--- src/rtl/bound_flasher_monitor.sv ---
// Passive observer for the bound-flasher LED bar. It decodes the thermometer
// code back into a level, tracks the run direction and reversals, records the
// most recent peak and valley, and pulses err on malformed codes or illegal
// level moves. It never drives the bar.
module bound_flasher_monitor #(
  parameter int unsigned WIDTH = 16,
  parameter int unsigned LVL_W = 5,
  parameter int unsigned CNT_W = 4
) (
  input  logic             clk,
  input  logic             rst,
  input  logic [WIDTH-1:0] led_in,
  input  logic             sample_en,
  output logic [LVL_W-1:0] level,
  output logic [1:0]       state,
  output logic [CNT_W-1:0] turn_cnt,
  output logic [LVL_W-1:0] peak,
  output logic [LVL_W-1:0] valley,
  output logic             seq_done,
  output logic             err,
  output logic [1:0]       err_code
);

  typedef enum logic [1:0] {
    StUnsync = 2'b00,
    StIdle   = 2'b01,
    StUp     = 2'b10,
    StDown   = 2'b11
  } state_e;

  localparam logic [1:0]   ErrBad   = 2'b01;
  localparam logic [1:0]   ErrStep  = 2'b10;
  localparam logic [1:0]   ErrStall = 2'b11;
  localparam logic [LVL_W:0] One    = {{LVL_W{1'b0}}, 1'b1};

  state_e           state_q;
  logic [LVL_W-1:0] level_q;
  logic [LVL_W-1:0] peak_q;
  logic [LVL_W-1:0] valley_q;
  logic [CNT_W-1:0] turn_q;
  logic             seq_done_q;
  logic             err_q;
  logic [1:0]       err_code_q;

  logic [WIDTH:0]   led_ext;
  logic [WIDTH:0]   led_inc;
  logic             code_ok;
  logic [LVL_W-1:0] lvl_new;
  logic [LVL_W:0]   l_ext;
  logic [LVL_W:0]   p_ext;
  logic             l_inc;
  logic             l_dec;
  logic             l_same;
  logic             l_zero;
  logic             l_one;
  logic             p_zero;
  logic             p_ge2;
  logic [CNT_W-1:0] turn_next;

  // Code check in WIDTH+1 bits so all-ones (full bar) counts as valid.
  assign led_ext = {1'b0, led_in};
  assign led_inc = led_ext + {{WIDTH{1'b0}}, 1'b1};
  assign code_ok = ((led_ext & led_inc) == '0);

  // Popcount of the bar; equals the level whenever the code is valid.
  always_comb begin
    lvl_new = '0;
    for (int i = 0; i < int'(WIDTH); i++) begin
      lvl_new = lvl_new + LVL_W'(led_in[i]);
    end
  end

  // Level relationships, evaluated one bit wider so P+1 never wraps.
  always_comb begin
    l_ext     = {1'b0, lvl_new};
    p_ext     = {1'b0, level_q};
    l_inc     = (l_ext == p_ext + One);
    l_dec     = (level_q != '0) && (l_ext + One == p_ext);
    l_same    = (lvl_new == level_q);
    l_zero    = (lvl_new == '0);
    l_one     = (lvl_new == LVL_W'(1));
    p_zero    = (level_q == '0);
    p_ge2     = (level_q >= LVL_W'(2));
    turn_next = (&turn_q) ? turn_q : turn_q + CNT_W'(1);
  end

  // Run-state FSM with all outputs registered; pulses default low each cycle.
  always_ff @(posedge clk or posedge rst) begin
    if (rst) begin
      state_q    <= StUnsync;
      level_q    <= '0;
      peak_q     <= '0;
      valley_q   <= '0;
      turn_q     <= '0;
      seq_done_q <= 1'b0;
      err_q      <= 1'b0;
      err_code_q <= 2'b00;
    end else begin
      seq_done_q <= 1'b0;
      err_q      <= 1'b0;
      if (sample_en) begin
        if (!code_ok) begin
          // Malformed bar: resync, but keep the last good level.
          err_q      <= 1'b1;
          err_code_q <= ErrBad;
          state_q    <= StUnsync;
          turn_q     <= '0;
          peak_q     <= '0;
          valley_q   <= '0;
        end else begin
          unique case (state_q)
            StUnsync: begin
              level_q <= lvl_new;
              if (l_zero) state_q <= StIdle;
            end
            StIdle: begin
              if (l_one) begin
                state_q  <= StUp;
                level_q  <= lvl_new;
                turn_q   <= '0;
                peak_q   <= '0;
                valley_q <= '0;
              end else if (!l_zero) begin
                err_q      <= 1'b1;
                err_code_q <= ErrStep;
                state_q    <= StUnsync;
                level_q    <= lvl_new;
                turn_q     <= '0;
                peak_q     <= '0;
                valley_q   <= '0;
              end
            end
            StUp: begin
              if (l_inc) begin
                level_q <= lvl_new;
              end else if (l_dec) begin
                state_q <= StDown;
                level_q <= lvl_new;
                turn_q  <= turn_next;
                peak_q  <= level_q;
              end else if (l_zero && p_ge2) begin
                state_q    <= StIdle;
                level_q    <= '0;
                seq_done_q <= 1'b1;
              end else begin
                err_q      <= 1'b1;
                err_code_q <= l_same ? ErrStall : ErrStep;
                state_q    <= StUnsync;
                level_q    <= lvl_new;
                turn_q     <= '0;
                peak_q     <= '0;
                valley_q   <= '0;
              end
            end
            StDown: begin
              if (l_dec) begin
                level_q <= lvl_new;
              end else if (l_inc) begin
                state_q  <= StUp;
                level_q  <= lvl_new;
                turn_q   <= turn_next;
                valley_q <= level_q;
              end else if (l_zero && (p_ge2 || p_zero)) begin
                // Second zero after reaching the bottom ends the run.
                state_q    <= StIdle;
                level_q    <= '0;
                seq_done_q <= 1'b1;
              end else begin
                err_q      <= 1'b1;
                err_code_q <= (l_same && !p_zero) ? ErrStall : ErrStep;
                state_q    <= StUnsync;
                level_q    <= lvl_new;
                turn_q     <= '0;
                peak_q     <= '0;
                valley_q   <= '0;
              end
            end
            default: state_q <= StUnsync;
          endcase
        end
      end
    end
  end

  assign level    = level_q;
  assign state    = state_q;
  assign turn_cnt = turn_q;
  assign peak     = peak_q;
  assign valley   = valley_q;
  assign seq_done = seq_done_q;
  assign err      = err_q;
  assign err_code = err_code_q;

endmodule
--- config.mk ---
export PLATFORM = sky130hd
export DESIGN_NAME = bound_flasher_monitor
export DESIGN_NICKNAME = d
export VERILOG_FILES = /design/src/rtl/bound_flasher_monitor.sv
export SDC_FILE = /design/constraint.sdc
export NUM_CORES = 1
export LEC_CHECK = 0
export CAP_MARGIN = 15
export CORE_UTILIZATION = 54
export DETAILED_ROUTE_END_ITERATION = 10
export GPL_TIMING_DRIVEN = 1
export PLACE_DENSITY = 0.83
export SYNTH_ARGS = -nofsm -noshare
export SYNTH_HDL_FRONTEND = slang
export SYNTH_SLANG_ARGS = --single-unit
export TNS_END_PERCENT = 100
--- constraint.sdc ---
create_clock -name clk -period 3.5 [get_ports clk]
set_clock_uncertainty 0.1 [all_clocks]
set_input_delay 1.05 -clock clk [delete_from_list [all_inputs] [get_ports clk]]
set_output_delay 1.05 -clock clk [all_outputs]
set_load 0.02 [all_outputs]
==> results of run 1 <==
==> stage by stage <==
step	setup slack [ns]	cells	TNS, ns
2_1_floorplan	-2.43	280	-53.61
3_3_place_gp	-3.05	440	-71.90
3_5_place_dp	-3.16	440	-74.18
4_1_cts	-2.41	454	-54.82
5_1_grt	-2.84	465	-63.99
6_report	-2.77	465	-62.01
==> logic make-up (layout without fill, tap and decap cells) <==
kind of cell | count (synthesis) | after routing
XOR/XNOR | 13 | 13
adder cells (fa/ha/maj) | 29 | 29
flip-flops | 25 | 25
multiplexers | 5 | 5
AND/OR/NAND/NOR | 80 | 80
buffers and inverters | 47 | 180
AO/OA/AOI/OAI | 81 | 81
==> report_power, final <==
part	switching, mW	internal, mW
Combinational	1.41	1.24
Sequential	0.00544	0.291
Clock	0.0992	0.0799
Total	1.51	1.61
==> area by class of cell <==
cell class / count / area share, %
repair buffers: 137 / 28.2
well taps: 52 / 1.56
clock inverters: 1 / 0.120
clock buffers: 3 / 0.988
flip-flops and latches: 25 / 15.0
multi-input cells: 208 / 50.5
inverters: 39 / 3.68
==> worst max-delay path by stage <==
stage                          start           to  cells after the start
after detailed placement  led_in[11]  turn_cnt[1]                     18
final                      led_in[5]  turn_cnt[0]                     18
after floorplan           led_in[11]  turn_cnt[1]                     17
after CTS                  led_in[1]  turn_cnt[0]                     18
after global placement    led_in[11]  turn_cnt[1]                     18
after global routing       led_in[5]  turn_cnt[0]                     19
==> state kept, by name (all words and copies together) (netlist names) <==
name	flops
state	2
level	5
err	1
seq_done	1
peak	5
err_code	2
valley	5
turn_cnt	4
==> worst max-delay path, cell delays in order <==
cell	delay (ns)
buf_2	0.12
inv_2	0.05
fa_1	0.60
fa_1	0.46
fa_1	0.48
fa_1	0.54
inv_2	0.06
ha_4	0.18
fa_2	0.44
buf_4	0.18
a21oi_4	0.17
o221ai_4	0.16
or3_4	0.45
a21oi_4	0.21
nand3_1	0.26
a21oi_2	0.28
or4b_4	0.51
mux2i_1	0.17
==> metal layers <==
| metal | track usage (%) | routed length [um] | up-vias | part of all wire [%] |
|---|---|---|---|---|
| li1 | - | - | 1259 | - |
| met1 | 39.3 | 3880 | 1499 | 32 |
| met2 | 67.2 | 5690 | 365 | 47 |
| met3 | 3.32 | 1260 | 151 | 10 |
| met4 | 16.0 | 1390 | 0 | 11 |
| met5 | 0 | 0 | - | 0 |
==> placed cells by master (no fill, tap or decap), types with 3 or more instances in the layout <==
cell type and count:
a211oi_2 3, nand2b_1 6, fa_1 9, clkbuf_8 3, buf_4 81, a21oi_1 11
or3_4 3, dfrtp_1 25, nor3_1 4, mux2i_1 3, xor2_1 3, a22o_1 10
nand3_1 11, buf_2 5, and2_4 4, a21oi_4 3, nor2_1 9, inv_1 27
inv_2 11, o21ai_1 3, xnor2_1 4, buf_6 15, nor2_4 3, o21ai_0 10
clkdlybuf4s50_1 34, ha_1 15, nand2_1 14, a21oi_2 8
==> what timing repair did <==
| item | in CTS | in global routing |
|---|---|---|
| buffers inserted | 12 | 13 |
| resized for setup | 92 | 34 |
| hold endpoints to repair | 0 | 0 |
| setup endpoints to repair | 25 | 25 |
| cloned | 0 | 0 |
| hold buffers | 0 | 0 |
| pin swaps | 34 | 17 |
==> impl_metrics.csv, run 1 <==
group,metric,value,unit
outcome,status,"complete, but fails checks",
outcome,violations,"negative setup slack",
die,coreArea,4410,um^2
cells_and_area,layout-drive-gt1-share,45.5,%
global_routing,grt_pass1_wl,13.7,mm
power,ir_worst_vdd,0.921,mV
global_routing,grt_pass1_vias,2872,
timing,maxSlewViolCount,0,
timing,fmax,160,MHz
die,pin_count,44,
cells_and_area,antenna_cells,0,
global_routing,grt_usage,35.4,%
run,max_cap_violations,0,
setup_path,timing.reg2reg.setup_slack,0.42,ns
setup_path,start_kind,"input port",
clocking,clk_pin_slew_worst_paths,0.10,ns
synth,synth_area_leaders,"dfrtp_1 (25%), ha_1 (9.5%), fa_1 (8.0%)",
clocking,clock_sinks,25,
placement,place_area,3580,um^2
timing,finalHoldViolCount,0,
synth,synth.distinct_cells,59,
synth,muxShareOfSynthArea,2.10,%
cells_and_area,multiInputGateArea,2110,um^2
clocking,clock_path_buffers,2,
clocking,clk_latency,0.28,ns
setup_path,path_class,"in2reg",
min_path,hold_start,"valley[2]",
synth,ys_top_cells_by_count,"inv_1 (39), dfrtp_1 (25), a21oi_1 (19), ha_1 (19), nand2_1 (15)",
die,die-area,4910,um^2
placement,port-buffer-count,43,
synth,synth_top_family_by_area,"compound AO/OA/AOI/OAI gates",
die,die_w,70.1,um
timing,fin_crit_sh,179,%
clocking,cts_tree,"built",
synth,synth_nets,328,
drt,drtAntennaViolNets,0,
cells_and_area,final_util,94.7,%
synth,syn_area,2500,um^2
synth,yosys.area.top_type_share,25.0,%
synth,postSynthAreaPerCell,8.94,um^2
power,power_density,749,nW/um^2
timing,tightest_slew,0.989,ns
die,fp.dieH,70.1,um
synth,synth_simple_gate_area_share,18.1,%
synth,async_flop_share,100,%
synth,synth_fa_ha_area_share,17.5,%
timing,setup_viol_count_final,25,
cells_and_area,fillers,115,
setup_path,arrival,6.36,ns
global_routing,antenna_found_initial,0,
synth,post-synth-top-area-cell,"dfrtp_1",
synth,synth-compound-area-share,24.0,%
timing,rsz0062_at_grt,"yes",
drt,drc,0,
cells_and_area,seq_area,626,um^2
drt,wl,12.2,mm
synth,synth_edf_count,0,
cells_and_area,areaGrowthSynthToFinish,67.0,%
global_routing,grt_max_degree,26,
setup_path,r2r_start,"level[0]",
min_path,worstHoldPathCells,1,
synth,yosysWarnings,0,
placement,gp_congestion,1.03,
min_path,min_to,"valley[2]",
die,start_util,56.7,%
cells_and_area,stdcell_area,4180,um^2
synth,synth_xor_area_share,5.70,%
synth,ys_ff_latch,25,
setup_path,r2r_end,"turn_cnt[0]",
min_path,hp-class,"reg2reg",
drt,via_per_inst,7.04,
setup_path,crit_fanout,4,
clocking,htreeDepth,1,
synth,synthCells,280,
clocking,cts_made_buffers,3,
clocking,cts_root_buffer,"clkbuf_8",
timing,max_slew_margin,34.0,%
power,leakage,1.86,nW
drt,avgRoutedWirePerCell,26.3,um
die,row_count,24,
setup_path,required,3.59,ns
timing,fin_hold_ws,0.434,ns
timing,fin_ws,-2.77,ns
timing,layout_min_cycle_time,6.27,ns
drt,vias,3274,
synth,synth_top_flop_cell,"dfrtp_1",
setup_path,end_kind,"register",
global_routing,gr-total-overflow,0,
synth,synth.most_common_cell,"inv_1",
synth,synth.yosys.seq_area_share,25.0,%
cells_and_area,fin_nets,462,
drt,initialDrtViolationCount,498,
power,finalPower,3.13,mW
setup_path,worst-r2r-cell-count,9,
placement,place_hpwl,6.05,mm
drt,dr.pass1.iters,8,
Power figures use the tool's default switching activity.
==> run 2: changes to the inputs <==
- PLACE_DENSITY: 0.83 -> 0.81
==> run 2 against run 1 <==
The run now fails in global routing (5_1_grt). Synthesized cell count did not move. Synthesized area did not move.
==> impl_metrics.csv, run 2 <==
group,metric,value,unit
synth,yosysWarnings,0,
synth,post-synth-top-area-cell,"dfrtp_1",
synth,syn_area,2500,um^2
global_routing,grt_usage,67.4,%
synth,synth_area_leaders,"dfrtp_1 (25%), ha_1 (9.5%), fa_1 (8.0%)",
outcome,haltStage,"global routing (5_1_grt)",
die,row_count,24,
timing,crit_endpoint,"turn_cnt[0]$_DFFE_PP0P_/D",
placement,port-buffer-count,43,
clocking,cts_root_buffer,"clkbuf_8",
timing,worstEndpointType,"register data pin",
outcome,error_line,"[ERROR GRT-0232] Routing congestion too high. Check the congestion heatmap in the GUI.",
die,fp.dieH,70.1,um
clocking,cts_hold_buf,0,
synth,ys_top_cells_by_count,"inv_1 (39), dfrtp_1 (25), a21oi_1 (19), ha_1 (19), nand2_1 (15)",
synth,synth.most_common_cell,"inv_1",
synth,yosys.area.top_type_share,25.0,%
die,pin_count,44,
clocking,htreeDepth,1,
die,start_util,56.7,%
synth,async_flop_share,100,%
synth,synth_top_flop_cell,"dfrtp_1",
synth,synth.distinct_cells,59,
synth,synth_nets,328,
die,die_w,70.1,um
placement,place_ws,-3.21,ns
outcome,status,"did not finish",
clocking,cts_made_buffers,3,
global_routing,gr-total-overflow,2,
synth,synth_edf_count,0,
global_routing,grt_max_degree,26,
synth,synthCells,280,
synth,synth.yosys.seq_area_share,25.0,%
synth,postSynthAreaPerCell,8.94,um^2
clocking,clock_path_buffers,2,
placement,gp_congestion,0.896,
clocking,clock_sinks,25,
synth,ys_ff_latch,25,
placement,place_hpwl,5.75,mm
## run 2: metal layers
metal | overflow | track usage, %
met1 | 0 | 69.0
met2 | 0 | 90.8
met3 | 0 | 41.3
met4 | 2 | 66.9
met5 | 0 | 8.89
## run 2: per-stage QoR
step | hold WS, ns | instance area [um^2] | cells | TNS [ns]
after CTS | 0.416 | 3960 | 470 | -53.56
after global placement | 0.388 | 3550 | 437 | -72.55
after floorplan | 0.526 | 2580 | 280 | -53.61
after detailed placement | 0.394 | 3550 | 437 | -74.20
## run 2: cell families after synthesis
kind of cell             Yosys count  synth area share (%)
buffers and inverters             47                  7.65
XOR/XNOR                          13                  5.70
adder cells (fa/ha/maj)           29                  17.5
flip-flops                        25                  25.0
AND/OR/NAND/NOR                   80                  18.1
multiplexers                       5                  2.10
AO/OA/AOI/OAI                     81                  24.0
## run 2: what timing repair did
action | in CTS
setup buffers | 29
resized for setup | 75
pin swaps | 24
endpoints found under the hold margin | 0
setup endpoints to repair | 25
==> run 3: changes to the inputs <==
- CORE_UTILIZATION: 54 -> 40
- PLACE_DENSITY: 0.81 -> unset
- PLACE_DENSITY_LB_ADDON: unset -> 0.15
==> run 3 against run 2 <==
The flow now finishes, with violations (negative setup slack).
==> impl_metrics.csv, run 3 (synthesis results as in run 1) <==
group,metric,value,unit
outcome,status,"complete, but fails checks",
outcome,violations,"negative setup slack",
die,fp.dieH,81.1,um
clocking,cts_made_buffers,3,
timing,finalHoldViolCount,0,
clocking,cts_tree,"built",
cells_and_area,stdcell_area,4150,um^2
timing,max_slew_margin,37.3,%
clocking,clock_path_buffers,2,
setup_path,crit_path_max_incr_delay,0.58,ns
drt,drtAntennaViolNets,0,
placement,gp_congestion,0.927,
setup_path,path_class,"in2reg",
setup_path,critPathLaunch,"led_in[13]",
timing,fin_ws,-2.41,ns
cells_and_area,final_common_cell,"buf_4",
timing,rsz0062_at_grt,"yes",
power,ir_worst_vdd,0.527,mV
cells_and_area,areaGrowthSynthToFinish,65.6,%
setup_path,arrival,6.00,ns
die,row_count,28,
placement,place_hpwl,5.50,mm
drt,via_per_inst,5.27,
die,start_util,41.8,%
clocking,clk_pin_slew_worst_paths,0.09,ns
timing,setup_viol_count_final,25,
clocking,htreeDepth,1,
die,die-area,6580,um^2
setup_path,path_cells,"buf_8, inv_4, fa_1, fa_1, fa_1, fa_1, inv_2, ha_4, fa_2, ha_4, and2_4, and4_4, or3_4, a21oi_4, a21oi_2, o31a_1, or4b_4, mux2i_1",
cells_and_area,layout-drive-gt1-share,44.2,%
cells_and_area,fillers,467,
clocking,clock_sinks,25,
timing,fmax,169,MHz
power,leakage,1.81,nW
min_path,hold_start,"valley[4]",
drt,vias,2529,
cells_and_area,layout_common_cells,"buf_4 (71), clkdlybuf4s50_1 (34), inv_1 (27)",
cells_and_area,antenna_cells,0,
drt,wl_met1,3.54,mm
clocking,clk_latency,0.27,ns
die,pin_count,44,
setup_path,path_common_cell,"fa_1",
cells_and_area,fin_nets,454,
drt,met2_length,3.63,mm
drt,wl,7.50,mm
global_routing,grt_pass1_vias,2480,
run,max_cap_violations,0,
die,coreArea,5990,um^2
global_routing,grt_usage,23.2,%
clocking,cts_root_buffer,"clkbuf_8",
power,power_density,591,nW/um^2
cells_and_area,final_util,69.2,%
drt,initialDrtViolationCount,76,
placement,place_area,3580,um^2
setup_path,end_kind,"register",
placement,port-buffer-count,43,
drt,dr.pass1.iters,4,
timing,fin_crit_sh,169,%
timing,tightest_slew,0.940,ns
power,finalPower,2.45,mW
die,die_w,81.1,um
setup_path,crit_fanout,3,
drt,avgRoutedWirePerCell,15.6,um
setup_path,start_kind,"input port",
drt,drc,0,
setup_path,r2r_start,"level[4]",
timing,layout_min_cycle_time,5.91,ns
cells_and_area,fin_cells,480,
global_routing,antenna_found_initial,0,
timing,maxSlewViolCount,0,
global_routing,gr-total-overflow,0,
clocking,cts_hold_buf,0,
global_routing,grt_pass1_wl,11.9,mm
setup_path,crit_slowest_cell,"fa_1",
global_routing,grt_max_degree,26,
min_path,hp-class,"reg2reg",
drt,wl_met3,218,um
timing,fin_hold_ws,0.407,ns
placement,dpl.cell_count,460,
drt,top_layer,"met4",
setup_path,required,3.60,ns
[run 3: cell type report]
type	instances	area (um^2)	area share, %
clock buffer	3	41.3	0.996
sequential	25	626	15.1
clock inverter	1	7.51	0.181
multi-input combinational	208	2100	50.5
inverter	39	156	3.77
timing repair buffer	129	1130	27.2
tap	75	93.8	2.26
[run 3: worst max-delay path: cells and delay by family]
| family | cells | cell delay [ns] |
|---|---|---|
| AO/OA/AOI/OAI | 3 | 0.58 |
| adder cells (fa/ha/maj) | 7 | 2.82 |
| buffers and inverters | 3 | 0.16 |
| multiplexers | 1 | 0.15 |
| AND/OR/NAND/NOR | 4 | 1.24 |
[run 3: path summary, 6_finish.rpt]
check | end | slack, ns | cells after the start
setup / recovery | turn_cnt[0] | -2.41 | 18
hold / removal | valley[4] | 0.41 | 1
setup reg to reg | turn_cnt[0] | 0.57 | 8
hold reg to reg | valley[4] | 0.41 | 1
max in group asynchronous | state[0] | 1.54 | 2
min in group asynchronous | valley[4] | 1.18 | 2
[run 3: per-stage QoR]
stage | TNS (ns) | setup WS [ns]
after global placement | -72.37 | -3.08
final | -54.25 | -2.41
after detailed placement | -73.95 | -3.17
after CTS | -54.18 | -2.38
after global routing | -57.54 | -2.56
after floorplan | -53.61 | -2.43
[run 3: layer usage]
layer / track usage (%) / vias up
met5: 0 / -
met4: 4.11 / 0
met3: 3.37 / 10
met2: 38.3 / 51
met1: 32.3 / 1227
li1: - / 1241
[run 3: where the power goes]
group	switching (mW)	internal (mW)
sequential	0.00466	0.291
combinational	0.993	0.986
clock	0.0960	0.0808
total	1.09	1.36
[run 3: what timing repair did]
item	CTS	global route
endpoints found under the setup margin	25	25
hold endpoints to repair	0	0
gates resized for setup	92	37
pin swaps	37	35
setup buffers	12	11
